### src/rtl/snoop_bus_ctrl.sv
// MSI snooping-bus controller for NUM_CPU private caches: arbitration, snoop, forward/dmem fill,
// write-back and invalidation sequencing. Define SNOOP_BUS_RR_EN for round-robin arbitration.
module snoop_bus_ctrl #(
  parameter int NUM_CPU      = 4,
  parameter int ADDR_W       = 11,
  parameter int SNOOP_CYCLES = 2,
  parameter int MEM_CYCLES   = 4
) (
  input  logic                         clk,
  input  logic                         rst_n,
  input  logic [NUM_CPU-1:0]           req,
  input  logic [2*NUM_CPU-1:0]         req_op,
  input  logic [NUM_CPU*ADDR_W-1:0]    req_addr,
  input  logic [NUM_CPU-1:0]           snoop_hit,
  input  logic [NUM_CPU-1:0]           snoop_dirty,
  output logic [NUM_CPU-1:0]           grant,
  output logic [ADDR_W-1:0]            addr_out,
  output logic [NUM_CPU-1:0]           snoop,
  output logic [NUM_CPU-1:0]           datasel,
  output logic [$clog2(NUM_CPU)-1:0]   fwd_src,
  output logic [NUM_CPU-1:0]           invalidate_tag,
  output logic [NUM_CPU-1:0]           wback_dmem,
  output logic [NUM_CPU-1:0]           done,
  output logic                         busy
);

  localparam int IW   = $clog2(NUM_CPU);
  localparam int MAXC = (SNOOP_CYCLES > MEM_CYCLES) ? SNOOP_CYCLES : MEM_CYCLES;
  localparam int CW   = $clog2(MAXC + 1);

  typedef enum logic [2:0] {
    S_IDLE, S_SNOOP, S_FWD, S_WB, S_MEM, S_INV, S_DONE
  } state_t;

  typedef enum logic [1:0] {
    OP_RD  = 2'b00,
    OP_WR  = 2'b01,
    OP_INV = 2'b10,
    OP_RSV = 2'b11
  } op_t;

  state_t              state_q, state_d;
  op_t                 op_q, op_d;
  logic [CW-1:0]       cnt_q, cnt_d;
  logic [IW-1:0]       owner_q, owner_d;
  logic [ADDR_W-1:0]   addr_q, addr_d;
  logic [IW-1:0]       fwd_q, fwd_d;
  logic                dirty_q, dirty_d;

  logic [NUM_CPU-1:0]  grant_q, grant_d;
  logic [NUM_CPU-1:0]  snoop_q, snoop_d;
  logic [NUM_CPU-1:0]  datasel_q, datasel_d;
  logic [NUM_CPU-1:0]  inv_q, inv_d;
  logic [NUM_CPU-1:0]  wb_q, wb_d;
  logic [NUM_CPU-1:0]  done_q, done_d;
  logic                busy_q, busy_d;

  logic [IW-1:0]       win_idx;
  logic [NUM_CPU-1:0]  peer_hit;
  logic [IW-1:0]       hit_idx;

  function automatic logic [NUM_CPU-1:0] onehot(input logic [IW-1:0] i);
    logic [NUM_CPU-1:0] v;
    v    = '0;
    v[i] = 1'b1;
    return v;
  endfunction

`ifdef SNOOP_BUS_RR_EN
  logic [IW-1:0] ptr_q, ptr_d;

  // Offsets 1..NUM_CPU past the last winner; scanning downwards lets the nearest offset win.
  always_comb begin
    int unsigned idx;
    win_idx = '0;
    idx     = 0;
    for (int unsigned k = NUM_CPU; k >= 1; k--) begin
      idx = (int'(ptr_q) + k) % NUM_CPU;
      if (req[idx]) win_idx = IW'(idx);
    end
  end

  always_comb begin
    ptr_d = ptr_q;
    if (state_q == S_IDLE && |req) ptr_d = win_idx;
  end
`else
  always_comb begin
    win_idx = '0;
    for (int unsigned i = NUM_CPU; i >= 1; i--) begin
      if (req[i-1]) win_idx = IW'(i - 1);
    end
  end
`endif

  assign peer_hit = snoop_hit & ~grant_q;

  always_comb begin
    hit_idx = '0;
    for (int unsigned i = NUM_CPU; i >= 1; i--) begin
      if (peer_hit[i-1]) hit_idx = IW'(i - 1);
    end
  end

  always_comb begin
    state_d = state_q;
    op_d    = op_q;
    cnt_d   = cnt_q;
    owner_d = owner_q;
    addr_d  = addr_q;
    fwd_d   = fwd_q;
    dirty_d = dirty_q;
    case (state_q)
      S_IDLE: begin
        if (|req) begin
          owner_d = win_idx;
          op_d    = op_t'(req_op[2*win_idx +: 2]);
          addr_d  = req_addr[ADDR_W*win_idx +: ADDR_W];
          fwd_d   = '0;
          dirty_d = 1'b0;
          case (op_t'(req_op[2*win_idx +: 2]))
            OP_RD, OP_WR: begin
              state_d = S_SNOOP;
              cnt_d   = CW'(SNOOP_CYCLES - 1);
            end
            OP_INV:  state_d = S_INV;
            default: state_d = S_DONE;
          endcase
        end
      end
      S_SNOOP: begin
        if (cnt_q == '0) begin
          dirty_d = |(snoop_dirty & ~grant_q);
          fwd_d   = hit_idx;
          cnt_d   = CW'(MEM_CYCLES - 1);
          if (op_q == OP_RD) begin
            state_d = (|peer_hit) ? S_FWD : S_MEM;
          end else begin
            state_d = (|(snoop_dirty & ~grant_q)) ? S_WB : S_MEM;
          end
        end else begin
          cnt_d = cnt_q - 1'b1;
        end
      end
      S_FWD: state_d = S_DONE;
      S_WB: begin
        if (cnt_q == '0) begin
          state_d = S_MEM;
          cnt_d   = CW'(MEM_CYCLES - 1);
        end else begin
          cnt_d = cnt_q - 1'b1;
        end
      end
      S_MEM: begin
        if (cnt_q == '0) state_d = S_DONE;
        else             cnt_d   = cnt_q - 1'b1;
      end
      S_INV:   state_d = S_DONE;
      S_DONE:  state_d = S_IDLE;
      default: state_d = S_IDLE;
    endcase
  end

  // Outputs are decoded from the next state so that they are registered alongside it.
  always_comb begin
    grant_d   = (state_d != S_IDLE) ? onehot(owner_d) : '0;
    snoop_d   = '0;
    datasel_d = '0;
    inv_d     = '0;
    wb_d      = '0;
    done_d    = '0;
    busy_d    = (state_d != S_IDLE);
    case (state_d)
      S_SNOOP: snoop_d = ~grant_d;
      S_FWD: begin
        datasel_d = grant_d;
        if (dirty_d) wb_d = onehot(fwd_d);
      end
      S_WB:  wb_d = onehot(fwd_d);
      S_INV: begin
        inv_d = ~grant_d;
        wb_d  = grant_d;
      end
      S_DONE: begin
        done_d = grant_d;
        if (op_d == OP_WR) inv_d = ~grant_d;
      end
      default: ;
    endcase
  end

  always_ff @(posedge clk or negedge rst_n) begin
    if (!rst_n) begin
      state_q   <= S_IDLE;
      op_q      <= OP_RD;
      cnt_q     <= '0;
      owner_q   <= '0;
      addr_q    <= '0;
      fwd_q     <= '0;
      dirty_q   <= 1'b0;
      grant_q   <= '0;
      snoop_q   <= '0;
      datasel_q <= '0;
      inv_q     <= '0;
      wb_q      <= '0;
      done_q    <= '0;
      busy_q    <= 1'b0;
`ifdef SNOOP_BUS_RR_EN
      ptr_q     <= IW'(NUM_CPU - 1);
`endif
    end else begin
      state_q   <= state_d;
      op_q      <= op_d;
      cnt_q     <= cnt_d;
      owner_q   <= owner_d;
      addr_q    <= addr_d;
      fwd_q     <= fwd_d;
      dirty_q   <= dirty_d;
      grant_q   <= grant_d;
      snoop_q   <= snoop_d;
      datasel_q <= datasel_d;
      inv_q     <= inv_d;
      wb_q      <= wb_d;
      done_q    <= done_d;
      busy_q    <= busy_d;
`ifdef SNOOP_BUS_RR_EN
      ptr_q     <= ptr_d;
`endif
    end
  end

  assign grant          = grant_q;
  assign addr_out       = addr_q;
  assign snoop          = snoop_q;
  assign datasel        = datasel_q;
  assign fwd_src        = fwd_q;
  assign invalidate_tag = inv_q;
  assign wback_dmem     = wb_q;
  assign done           = done_q;
  assign busy           = busy_q;

endmodule
### config.mk
export PLATFORM = sky130hd
export DESIGN_NAME = snoop_bus_ctrl
export DESIGN_NICKNAME = d
export VERILOG_FILES = /design/src/rtl/snoop_bus_ctrl.sv
export SDC_FILE = /design/constraint.sdc
export NUM_CORES = 1
export LEC_CHECK = 0
export ABC_AREA = 1
export BUFFER_PORTS_ARGS = -buffer_cell sky130_fd_sc_hd__buf_2
export CORE_ASPECT_RATIO = 1.2
export CORE_MARGIN = 5
export CORE_UTILIZATION = 37
export CTS_BUF_LIST = sky130_fd_sc_hd__clkbuf_4
export DETAILED_ROUTE_END_ITERATION = 8
export HOLD_SLACK_MARGIN = 0.15
export PLACE_DENSITY = 0.63
export SLEW_MARGIN = 10
export SYNTH_ARGS = -nofsm -noshare
export SYNTH_HDL_FRONTEND = slang
export SYNTH_SLANG_ARGS = --single-unit
### constraint.sdc
create_clock -name clk -period 5.5 [get_ports clk]
set_clock_uncertainty 0.2 [all_clocks]
set_input_delay 0.55 -clock clk [delete_from_list [all_inputs] [get_ports clk]]
set_output_delay 0.55 -clock clk [all_outputs]
set_load 0.02 [all_outputs]
# After elaboration in Yosys (flattened, before gate mapping)
# Cells that the tools add are included.
dict set report totals {
  rom_bits 0
  input_bits 66
  mem_bits_rw 0
  elab_cells 102
  memories 0
  latch_bits 0
  out_inout_bits 38
  ff_bits 49
}
dict set report classes {
  div 0
  eq_ne 16
  add_sub_neg 1
  shifts 2
  reduce_logical 16
  n_mul 1
  bitwise_logic 4
  n_lt_le_gt_ge 4
  mux 44
}
# op count
set ops {}
lappend ops {{$shiftx 44x7->11} 1}
lappend ops {{$mux 3} 11}
lappend ops {{$mux 2} 14}
lappend ops {{$mux 4} 6}
lappend ops {{$pmux 3 s5} 1}
lappend ops {{$eq 3x2->1 const B} 4}
lappend ops {{$eq 3x3->1 const B} 4}
lappend ops {{$pmux 4 s3} 1}
lappend ops {{$reduce_or 4->1} 3}
lappend ops {{$pmux 3 s3} 1}
lappend ops {{$and 4x4->4} 2}
lappend ops {{$not 4->4} 2}
lappend ops {{$pmux 4 s2} 1}
lappend ops {{$shiftx 8x4->2} 1}
lappend ops {{$eq 3x1->1 const B} 2}
lappend ops {{$logic_not 3->1} 2}
lappend ops {{$lt 2x3->1 const B} 2}
lappend ops {{$mul 4x2->6 const A} 1}
lappend ops {{$pmux 3 s2} 1}
lappend ops {{$reduce_bool 3->1} 2}
lappend ops {{$reduce_or 2->1} 3}
lappend ops {{$demux 1 s2} 2}
lappend ops {{$eq 2x1->1 const B} 2}
lappend ops {{$ge 2x1->1 const B} 2}
lappend ops {{11 further kinds} 17}

# Longest topological paths before layout
dict set report depth {
  word_depth 15
  depth_mapped 16
  depth_no_buf 16
}

# Least setup slack after synthesis
# OpenSTA, ideal clock, no wires.
dict set report synth_path {
  path_type {input-to-reg}
  start {input port req[2]}
  end {register inv_q[2], in the netlist invalidate_tag[2]}
  setup_time_ns 0.113
  t_arrival_ns 1.704
  cell_stages 15
  slack_ns 3.483
  required_time_ns 5.187
  n_path_buf 1
  cell_sequence {inv_1 nand2_2 nand2_4 nand2_2 buf_6 nand2_1 nand3_1 nand3_2 nand2_2 nor2_4 inv_2 nand3_1 nand2_1 nand2_1 inv_1}
}
dict set report synth_between {
  elab_chain_len 14
  elab_cells_between_ends 29
  classes_between {order compare: 2; eq/ne: 5; shift: 1; mux: 15; bitwise: 1; reduce/logical: 5}
}
# element line
set synth_rtl {}
lappend synth_rtl {{start, declared} 11} ;# input logic [NUM_CPU-1:0] req,
lappend synth_rtl {{$mux 2 (3 in series)} 91} ;# if (req[i-1]) win_idx = IW'(i - 1);
lappend synth_rtl {{$shiftx 8x4->2} 121} ;# case (op_t'(req_op[2*win_idx +: 2]))
lappend synth_rtl {{$eq 2x1->1 / $logic_not 2->1 (equally long branches)} 121}
lappend synth_rtl {{$reduce_or 2->1} 121}
lappend synth_rtl {{$pmux 3 s2} 121}
lappend synth_rtl {{$mux 3 *} 115} ;# if (|req) begin
lappend synth_rtl {{$pmux 3 s5 *} 113} ;# case (state_q)
lappend synth_rtl {{net state_d[2]} 42} ;# state_t state_q, state_d;
lappend synth_rtl {{$reduce_bool 3->1} 166} ;# grant_d = (state_d != S_IDLE) ? onehot(owner_d) : '0;
lappend synth_rtl {{$mux 4} 166}
lappend synth_rtl {{$not 4->4} {181, 186}}
lappend synth_rtl {{$mux 4} 186} ;# if (op_d == OP_WR) inv_d = ~grant_d;
lappend synth_rtl {{$pmux 4 s2 *} 173} ;# case (state_d)
lappend synth_rtl {{net inv_d[2]} 53} ;# logic [NUM_CPU-1:0] inv_q, inv_d;
lappend synth_rtl {{end signal, assigned} 222} ;# inv_q <= inv_d;
lappend synth_rtl {{end, declared} 53}
# The timed path passes the listed nets; every way through them passes the cells marked *.
# A chain may end at the register's enable or synchronous reset.

# Final worst setup path
dict set report layout_path {
  start {register cnt_q[0]}
  end {register inv_q[3], in the netlist invalidate_tag[3]}
}
dict set report layout_between {
  elab_chain_len 8
  elab_cells_between_ends 12
  classes_between {eq/ne: 2; mux: 7; bitwise: 1; reduce/logical: 2}
}
# element line
set layout_rtl {}
lappend layout_rtl {{start, declared} 44} ;# logic [CW-1:0] cnt_q, cnt_d;
lappend layout_rtl {{start signal, assigned} 214} ;# cnt_q <= cnt_d;
lappend layout_rtl {{$logic_not 3->1 *} {132, 147, 155}}
lappend layout_rtl {{$mux 3, on equally long branches} {155, 132, 147}}
lappend layout_rtl {{$pmux 3 s5 *} 113}
lappend layout_rtl {{net state_d[2]} 42}
lappend layout_rtl {{$reduce_bool 3->1} 166}
lappend layout_rtl {{$mux 4} 166}
lappend layout_rtl {{$not 4->4} {181, 186}}
lappend layout_rtl {{$mux 4} 186}
lappend layout_rtl {{$pmux 4 s2 *} 173}
lappend layout_rtl {{net inv_d[3]} 53}
# Marked as above.

==> results.py <==
metrics = {
    "run_status": {
        "status": "finished clean",
    },
    "worst_setup_path": {
        "crit_fanout": 8,
        "cp_common_cell": "inv_1",
        "worstSetupStartpointType": "flip-flop",
        "crit_required_ns": 5.59,
        "slowest_delay_ns": 0.41,
        "cp.arrival_ns": 2.46,
        "path_class": "reg -> reg",
        "endpoint_kind": "flip-flop",
        "path_cells": "inv_1, ha_1, inv_1, nor2_4, inv_1, nor2_1, o21ai_0, nand2_1, a21oi_1, nor2_4, inv_2, nand3_1, nand2_1, nand2_1, inv_1",
        "critPathBufInv": 5,
        "cp_slowest_cell": "dfrtp_1",
        "path_delay_family": "simple AND/OR/NAND/NOR gates",
    },
    "placed_design": {
        "place_area_um2": 3363,
        "post-dp-hpwl_um": 5542,
        "port_buffers": 103,
        "routabilityCongestion": 0.8340,
    },
    "layout": {
        "final_area_um2": 3438,
        "fin_util": 0.4727,
        "area.growth.synth_to_final_pct": 23.73,
        "drive_above_1_share": 0.3063,
        "n_antenna_cell": 0,
        "final.fill_count": 741,
        "finalNetCount": 547,
    },
    "grt": {
        "grt_remaining_overflow": 0,
        "grt_max_degree": 50,
        "grt_pass1_vias": 2802,
        "grtUsageTotal": 0.1578,
        "grt_pass1_wl_um": 12000,
        "antenna_found_initial": 0,
    },
    "cts": {
        "postCtsSetupRepairBufs": 0,
        "clk_path_buf_depth": 2,
        "cts_htree_levels": 2,
        "cts-root-buf": "clkbuf_4",
        "cts_resized": 0,
        "cts_tree": "built",
        "hold_buffers": 0,
        "path_clk_slew_ns": 0.16,
        "clock-sinks": 49,
        "numCtsBuffers": 5,
        "clkLatencyLatePin_ns": 0.37,
    },
    "timing": {
        "slew_violations": 0,
        "hold_viol_final": 0,
        "fin_crit_ns": 2.371,
        "rsz0062_at_grt": "no",
        "tns_ns": 0,
        "post-route-period-util": 0.4310,
        "slew_headroom": 0.5895,
        "max_freq_mhz": 421.8,
        "finalSetupViolations": 0,
        "worst_pin_slew_ns": 0.6158,
        "worst_hold_slack_ns": 0.2822,
    },
    "logic_synthesis": {
        "yosys.area.top_type": "dfrtp_1",
        "synthCells": 377,
        "ys_types": 30,
        "synth_area_um2": 2779,
        "synth_nets": 445,
        "ys_ff_latch": 49,
        "avgSynthCellArea_um2": 7.371,
        "yosys-top-cells-area": "dfrtp_1 (44%), nor2_1 (9.2%), nand2_1 (8.5%)",
        "synth.yosys.seq_area_share": 0.4412,
        "yosysTopAreaCellShare": 0.4412,
        "ys.warnings.count": 0,
    },
    "worst_hold_path": {
        "hold_class": "in -> reg",
    },
    "route": {
        "dr_wl_met3_um": 596,
        "antenna_left": 0,
        "dr.pass1.iters": 6,
        "drc": 0,
        "routed_wl_um": 6967,
        "vias": 2658,
        "drtIter0Drc": 108,
        "wl_met2_um": 3428,
        "m1WireLength_um": 2816,
        "drt-vias-per-instance": 4.663,
        "top_layer": "met4",
        "routedWlPerCell_um": 12.22,
    },
    "pwr": {
        "cellLeakagePower_uw": 0.001987,
        "ir_drop_v": 0.0001676,
        "power_density_nw_per_um2": 475.7,
    },
    "run": {
        "drv_cap": 0,
    },
    "floorplanning": {
        "dieArea_um2": 9351,
        "rows": 34,
        "core_area_um2": 7274,
        "die_w_um": 89.11,
        "start_util": 0.3820,
        "ioPinCount": 104,
        "die_h_um": 104.9,
    },
}
-- synthesized netlist by cell type, drive strengths merged --
| master | n |
|---|---|
| nor2 | 82 |
| nand4 | 9 |
| inv | 64 |
| ha | 2 |
| clkbuf | 5 |
| a31oi | 12 |
| nor3 | 3 |
| a21oi | 10 |
| dfrtp | 49 |
| o21ai | 32 |
| buf | 4 |
| nand3 | 24 |
| o22ai | 3 |
| nand2 | 75 |
| or2 | 2 |
| nand3b | 1 |
-- layout by cell type, fill, tap and decap left out, types with 10 or more instances in the layout --
| cell type | synthesis | final |
|---|---|---|
| nand2_2 | 10 | 10 |
| dfrtp_1 | 49 | 49 |
| nand3_1 | 22 | 22 |
| nand2_1 | 63 | 63 |
| o21ai_0 | 31 | 31 |
| inv_1 | 59 | 59 |
| a31oi_1 | 12 | 12 |
| nor2_1 | 68 | 68 |
| a21oi_1 | 10 | 10 |
| buf_2 | 2 | 102 |
-- final timing paths --
kind | end | slack [ns] | cells past startpoint | start
min in group asynchronous | snoop[3]$_DFF_PN0_ | 0.51 | 2 | rst_n
hold reg to reg | owner_q[0]$_DFF_PN0_ | 0.32 | 2 | owner_q[0]$_DFF_PN0_
hold / removal | addr_out[0]$_DFFE_PN0P_ | 0.28 | 3 | req_addr[11]
setup / recovery | invalidate_tag[3]$_DFF_PN0_ | 3.13 | 15 | cnt_q[0]$_DFFE_PN0P_
setup reg to reg | invalidate_tag[3]$_DFF_PN0_ | 3.13 | 15 | cnt_q[0]$_DFFE_PN0P_
max in group asynchronous | owner_q[0]$_DFF_PN0_ | 4.17 | 2 | rst_n
-- kinds of logic (layout without fill, tap and decap cells) --
group                      after synthesis  in the layout  share of synthesized area
AOI/OAI and AO/OA                       57             57                     0.1130
adders and majority gates                2              2                   0.009004
buffers and inverters                   73            176                     0.1031
DFF                                     49             49                     0.4412
and+or+nand+nor                        196            196                     0.3336
-- area by class of cell --
class | instances | area (µm²) | area share
Multi-Input combinational cell | 255 | 1266 | 0.3683
Timing Repair Buffer | 104 | 528.0 | 0.1536
Sequential cell | 49 | 1226 | 0.3566
Clock inverter | 3 | 25.02 | 0.007278
Tap cell | 90 | 112.6 | 0.03275
Inverter | 64 | 242.7 | 0.07060
Clock buffer | 5 | 37.54 | 0.01092
-- sequential cells by signal, indices dropped and copies added (netlist names) --
name and count:
addr_out 11, datasel 4, done 4, grant 4
invalidate_tag 4, snoop 4, wback_dmem 4, cnt_q 3
state_q 3, fwd_src 2, op_q 2, owner_q 2
busy 1, dirty_q 1
-- through the flow --
step	power (µW)	setup slack, ns	cells
2_1_floorplan	1219	3.483	377
3_3_place_gp	1457	2.945	561
3_5_place_dp	1470	2.836	561
4_1_cts	1651	3.167	569
5_1_grt	1790	2.919	570
6_report	1636	3.129	570
-- worst reg2reg max path: cells and delay by family, from the launching register on --
family | cells | cell delay (ns)
buffers and inverters | 5 | 0.43
AND/OR/NAND/NOR | 7 | 0.88
adder cells (fa/ha/maj) | 1 | 0.15
flip-flops | 1 | 0.41
AO/OA/AOI/OAI | 2 | 0.24
-- power breakdown --
part           leakage [µW]  internal (µW)  total, µW  switching, µW
registers          0.000622            483        542           58.9
clock network     0.0000318           52.4        178            126
logic               0.00133            287        916            628
total               0.00199            823       1640            813
-- metal layers --
metal,up-vias,track usage
li1,1384,-
met1,1162,0.1891
met2,102,0.2729
met3,10,0.04094
met4,0,0.04574
met5,-,0
Note: power is estimated with default switching activity, not from simulation.
